[src/rtl/dmem_arbiter.sv]
// dmem_arbiter
//   Shares the single-port data memory between the core load/store port (C)
//   and a DMA/debug requester (D). Grants are combinational from the requests
//   and the arbiter state. The memory bus is muxed from the granted port.
//   Read data is captured at the end of the grant cycle and returned the
//   following cycle.
//
//   Arbitration: round robin, with an optional D burst lock. A lock is bounded
//   to MAX_LOCK consecutive D grants whenever C is waiting.
//
// Ports
//   clk, reset                    clock, async active-low reset
//   c_req/c_we/c_addr/c_wdata     port C request
//   c_gnt, c_rvalid, c_rdata      port C grant (comb), read return (registered)
//   d_*                           same as port C, for port D
//   d_lock                        D burst lock request, sampled with d_req
//   mem_we/mem_addr/mem_wdata     memory bus, driven by the granted port
//   mem_rdata                     memory read data, combinational from mem_addr
//
// Optional build macro DMEM_ARB_PERF_EN
//   Adds perf_clr (in) and three 32-bit counters as outputs:
//   perf_c_grants, perf_d_grants and perf_conflicts.
//
// FSM states
//   state   | meaning
//   ST_RR   | round robin between C and D
//   ST_LOCK | D holds a burst lock; C waits until the lock count reaches MAX_LOCK

module dmem_arbiter #(
  parameter int AW       = 30,
  parameter int DW       = 32,
  parameter int MAX_LOCK = 8
) (
  input  logic          clk,
  input  logic          reset,
  input  logic          c_req,
  input  logic          c_we,
  input  logic [AW-1:0] c_addr,
  input  logic [DW-1:0] c_wdata,
  output logic          c_gnt,
  output logic          c_rvalid,
  output logic [DW-1:0] c_rdata,
  input  logic          d_req,
  input  logic          d_we,
  input  logic [AW-1:0] d_addr,
  input  logic [DW-1:0] d_wdata,
  input  logic          d_lock,
  output logic          d_gnt,
  output logic          d_rvalid,
  output logic [DW-1:0] d_rdata,
  output logic          mem_we,
  output logic [AW-1:0] mem_addr,
  output logic [DW-1:0] mem_wdata,
  input  logic [DW-1:0] mem_rdata
`ifdef DMEM_ARB_PERF_EN
  ,
  input  logic          perf_clr,
  output logic [31:0]   perf_c_grants,
  output logic [31:0]   perf_d_grants,
  output logic [31:0]   perf_conflicts
`endif
);

  typedef enum logic {ST_RR, ST_LOCK} state_t;

  localparam logic [7:0] LOCK_MAX = 8'(MAX_LOCK);

  state_t     state_q;
  logic       last_d_q;   // 1: the most recent grant went to D
  logic [7:0] lock_cnt_q;
  logic       gnt_c;
  logic       gnt_d;

  // While locked, every grant goes to D, so last_d_q is already 1 when the
  // lock is released. The release cycle therefore arbitrates as plain round
  // robin with D as the last winner, and no special case is needed.
  always_comb begin
    gnt_c = 1'b0;
    gnt_d = 1'b0;
    if (state_q == ST_LOCK && d_req && d_lock) begin
      if (lock_cnt_q == LOCK_MAX && c_req) gnt_c = 1'b1;
      else                                 gnt_d = 1'b1;
    end else if (c_req && d_req) begin
      if (last_d_q) gnt_c = 1'b1;
      else          gnt_d = 1'b1;
    end else begin
      gnt_c = c_req;
      gnt_d = d_req;
    end
  end

  // The reset input is also used in this combinational path, so that grants
  // and the memory bus stay quiet for the whole time reset is held.
  assign c_gnt = gnt_c & reset;
  assign d_gnt = gnt_d & reset;

  always_comb begin
    mem_we    = 1'b0;
    mem_addr  = '0;
    mem_wdata = '0;
    if (c_gnt) begin
      mem_we    = c_we;
      mem_addr  = c_addr;
      mem_wdata = c_wdata;
    end else if (d_gnt) begin
      mem_we    = d_we;
      mem_addr  = d_addr;
      mem_wdata = d_wdata;
    end
  end

  always_ff @(posedge clk or negedge reset) begin
    if (!reset) begin
      state_q    <= ST_RR;
      last_d_q   <= 1'b1;
      lock_cnt_q <= 8'd0;
    end else begin
      if (c_gnt)      last_d_q <= 1'b0;
      else if (d_gnt) last_d_q <= 1'b1;

      case (state_q)
        ST_RR: begin
          if (d_gnt && d_lock) begin
            state_q    <= ST_LOCK;
            lock_cnt_q <= 8'd1;
          end
        end
        ST_LOCK: begin
          if (d_req && d_lock) begin
            if (c_gnt) begin
              state_q    <= ST_RR;
              lock_cnt_q <= 8'd0;
            end else if (lock_cnt_q != LOCK_MAX) begin
              lock_cnt_q <= lock_cnt_q + 8'd1;
            end
          end else begin
            // In the release cycle D cannot be granted with d_lock set, so
            // the lock cannot be taken again in this same cycle.
            state_q    <= ST_RR;
            lock_cnt_q <= 8'd0;
          end
        end
        default: begin
          state_q    <= ST_RR;
          lock_cnt_q <= 8'd0;
        end
      endcase
    end
  end

  always_ff @(posedge clk or negedge reset) begin
    if (!reset) begin
      c_rvalid <= 1'b0;
      d_rvalid <= 1'b0;
      c_rdata  <= '0;
      d_rdata  <= '0;
    end else begin
      c_rvalid <= c_gnt & ~c_we;
      d_rvalid <= d_gnt & ~d_we;
      if (c_gnt && !c_we) c_rdata <= mem_rdata;
      if (d_gnt && !d_we) d_rdata <= mem_rdata;
    end
  end

`ifdef DMEM_ARB_PERF_EN
  always_ff @(posedge clk or negedge reset) begin
    if (!reset) begin
      perf_c_grants  <= 32'd0;
      perf_d_grants  <= 32'd0;
      perf_conflicts <= 32'd0;
    end else if (perf_clr) begin
      perf_c_grants  <= 32'd0;
      perf_d_grants  <= 32'd0;
      perf_conflicts <= 32'd0;
    end else begin
      if (c_gnt)          perf_c_grants  <= perf_c_grants + 32'd1;
      if (d_gnt)          perf_d_grants  <= perf_d_grants + 32'd1;
      if (c_req && d_req) perf_conflicts <= perf_conflicts + 32'd1;
    end
  end
`endif

endmodule

[config.mk]
export PLATFORM = sky130hd
export DESIGN_NAME = dmem_arbiter
export DESIGN_NICKNAME = d
export VERILOG_FILES = /design/src/rtl/dmem_arbiter.sv
export SDC_FILE = /design/constraint.sdc
export NUM_CORES = 1
export LEC_CHECK = 0
export BUFFER_PORTS_ARGS = -buffer_cell sky130_fd_sc_hd__buf_2
export CAP_MARGIN = 20
export CORE_AREA = 3 3 113 115
export CTS_CLUSTER_SIZE = 24
export DETAILED_ROUTE_END_ITERATION = 8
export DIE_AREA = 0 0 116 118
export PLACE_DENSITY = 0.73
export SLEW_MARGIN = 20
export SYNTH_ARGS = -nofsm -noshare
export SYNTH_HDL_FRONTEND = slang
export SYNTH_SLANG_ARGS = --single-unit
export TNS_END_PERCENT = 50
[constraint.sdc]
create_clock -name clk -period 2 [get_ports clk]
set_input_delay 0.1 -clock clk [delete_from_list [all_inputs] [get_ports clk]]
set_output_delay 0.1 -clock clk [all_outputs]
set_load 0.01 [all_outputs]
==> impl_metrics.yaml <==
synth:
  synth_area_sq_um: 3750
  ys_seq_area_share_pct: 50.7
  synth_warnings: 0
  syn_area_per_cell_sq_um: 13.0
  synth_fp_nets: 453
  ys_ff_latch: 76
  netlist_instances: 288
  synth_cell_type_count: 38
clocking:
  clock_sinks: 76
  cts_buffer_depth: 2
  clock_latency_ps: 330
  cts_tree: "yes"
  clkTransAtPathRegs_ps: 60
  h-tree-depth: 3
  clockRootBuffer: "clkbuf_16"
  cts_made_buffers: 9
critical_path:
  rr_startpoint: "lock_cnt_q[1]"
  crit_type: "reg2out"
  crit_arrival_ps: 2190
  critPathBufInv: 5
  cp-start-kind: "flop"
  crit_family: "buffers and inverters"
  crit_required_ps: 1900
  crit_cells: 10
  slowest_stage: "dfrtp_1"
  ff2ff_path_depth: 10
  path_max_fanout: 17
  end_kind: "output port"
  path_cells: "inv_2 -> ha_4 -> nor4b_4 -> buf_4 -> nand3_4 -> a31oi_4 -> buf_4 -> buf_12 -> a22o_1 -> buf_2"
  critPathMaxStageDelay_ps: 390
  critPathLaunch: "lock_cnt_q[1]"
  cpMostUsedCell: "buf_4"
power_and_ir_drop:
  clock_power_share_pct: 27.2
  finalPower_mw: 5.48
  power_frac_seq_pct: 38.1
  irDropWorstVdd_uv: 660
  p_sw_share_pct: 30.8
  internal-power_mw: 3.79
  p_leak_nw: 3.33
  power_density_nw_per_um2: 853
  p_switching_mw: 1.69
  power_frac_comb_pct: 34.7
global_route:
  grt_util_met3_pct: 7.71
  grt.met1_usage_pct: 29.3
  antenna_found_initial: 6
  grt_pass1_wl_microns: 23500
  grt.busiest_layer: "met2"
  grt_overflow: 0
  grt_usage_pct: 22.5
  grt_max_degree: 75
  use_met2_pct: 35.9
  grt_pass1_vias: 4085
detailed_routing:
  wl_per_cell_microns: 21.2
  vias_per_cell: 5.18
  drt_iter0_markers: 228
  wl_microns: 16300
  route.detailed.drc: 0
  firstDrtPassIters: 5
  vias: 3976
  ant_nets: 0
run_status:
  status: "finished, violations left"
  violations: "setup timing"
timing:
  min_period_over_period_pct: 114
  hold_violations: 0
  worst_pin_slew_ps: 912
  fin_crit_ps: 2290
  setup_viol: 115
  setup_ws_ps: -288
  rsz0062_at_grt: "true"
  slew_headroom_pct: 39.2
  fmax_ghz: 0.437
  drv_slew: 0
  finalClockSkew_ps: 9.60
hold_path:
  holdCritPathClass: "in2reg"
  min_delay_path_depth: 2
  min_from: "mem_rdata[10]"
die:
  core_area_sq_um: 11900
  start_util_pct: 31.5
  ioPinCount: 294
  chipHeight_microns: 118
  die-area_sq_um: 13700
  rows: 40
  die_w_microns: 116
place:
  placed_area_sq_um: 5600
  numPortBuffers: 293
  dp_slack_ps: -248
  dpl.hpwl_microns: 12300
  finalWeightedCongestion: 0.946
cells_and_area:
  post-route-util_pct: 53.9
  drive_gt1_share_pct: 70.4
  final_nets: 775
  final_common_cell: "buf_2"
  fin_area_sq_um: 6420
  area_growth_pct: 71.1
  final_cell_mix: "buf_2 (267), dfrtp_1 (75), a22o_1 (57)"
run:
  drv_cap: 0
[routing by layer]
| layer | routed length [microns] | vias to the layer above |
|---|---|---|
| met2 | 7880 | 212 |
| li1 | - | 1771 |
| met4 | 112 | 2 |
| met5 | 13 | - |
| met3 | 1510 | 11 |
| met1 | 6760 | 1980 |
[power by group through the flow]
| stage | combinational, mW | clock (mW) | sequential, mW |
|---|---|---|---|
| after floorplan | 0.681 | 0 | 2.26 |
| after global placement | 1.68 | 0 | 2.09 |
| after detailed placement | 1.72 | 0 | 2.10 |
| after CTS | 1.88 | 1.53 | 2.08 |
| after global routing | 2.04 | 1.59 | 2.12 |
| final | 1.90 | 1.49 | 2.09 |
[synthesized netlist by cell type, drive strengths merged]
library cell	number	share of area, %
inv	3	0.30
ha	2	0.67
o21a	1	0.20
xnor2	1	0.23
clkbuf	8	0.80
a31o	1	0.23
and3	3	0.50
a311o	1	0.27
nor3b	1	0.33
nor4b	1	0.63
a22oi	1	0.20
dfstp	1	0.70
nand2	10	1.0
dfrtp	75	50
o21ai	5	0.67
buf	14	2.6
mux2	64	19
a22o	63	15
nand3	7	1.3
a311oi	2	0.93
o211ai	2	0.40
and2	1	0.20
nor2	3	0.30
a41oi	3	0.70
a21oi	1	0.13
and4	1	0.27
nand2b	2	0.33
mux2i	1	0.27
o31ai	2	0.40
a31oi	4	0.67
o21ba	1	0.27
or3	1	0.17
or4	1	0.20
a41o	1	0.30
[logic make-up after synthesis]
group	after synthesis	synth area share [%]
xor gates and xnor gates	1	0.233
and+or+nand+nor	31	5.20
buffers and inverters	25	3.67
adders and majority gates	2	0.667
muxes	65	19.5
AOI/OAI and AO/OA	88	20.1
DFF	76	50.7
[sequential cells by signal, summed over array words and instances, names as in the netlist]
| name | count |
|---|---|
| c_rdata | 32 |
| c_rvalid | 1 |
| d_rdata | 32 |
| d_rvalid | 1 |
| last_d_q | 1 |
| lock_cnt_q | 8 |
| state_q | 1 |
[path summary, 6_finish.rpt]
kind                                 end  slack (ps)
setup / recovery            mem_wdata[7]        -290
setup reg to reg             c_rdata[28]        -280
hold reg to reg               d_rdata[1]         500
max in group asynchronous     d_rdata[1]        1330
hold / removal               c_rdata[10]          10
min in group asynchronous  lock_cnt_q[2]          70
[final cells by class]
cell class	instances	area [sq um]
Clock inverter	6	40.0
Sequential cell	76	1900
Tap cell	147	184
Fill cell	1074	5490
Clock buffer	10	239
Antenna cell	5	12.5
Multi-Input combinational cell	187	1860
Timing Repair Buffer	333	2180
Inverter	3	11.3
[through the flow]
step | instances | setup TNS, ps | hold slack [ps]
CTS | 759 | -25330 | 0.419
global placement | 726 | -6050 | -83.8
global route | 767 | -35030 | 0.261
finish | 767 | -23970 | 14.1
floorplan | 288 | -2190 | -196
detailed placement | 726 | -12080 | -81.6
[timing repair]
action	CTS	global route
pin swaps	18	21
buffers inserted	10	2
gates resized for setup	45	12
hold buffers	2	0
cloned	6	2
hold endpoints to repair	3	0
endpoints found under the setup margin	129	134
No activity file was read; power rests on OpenSTA's default activity.
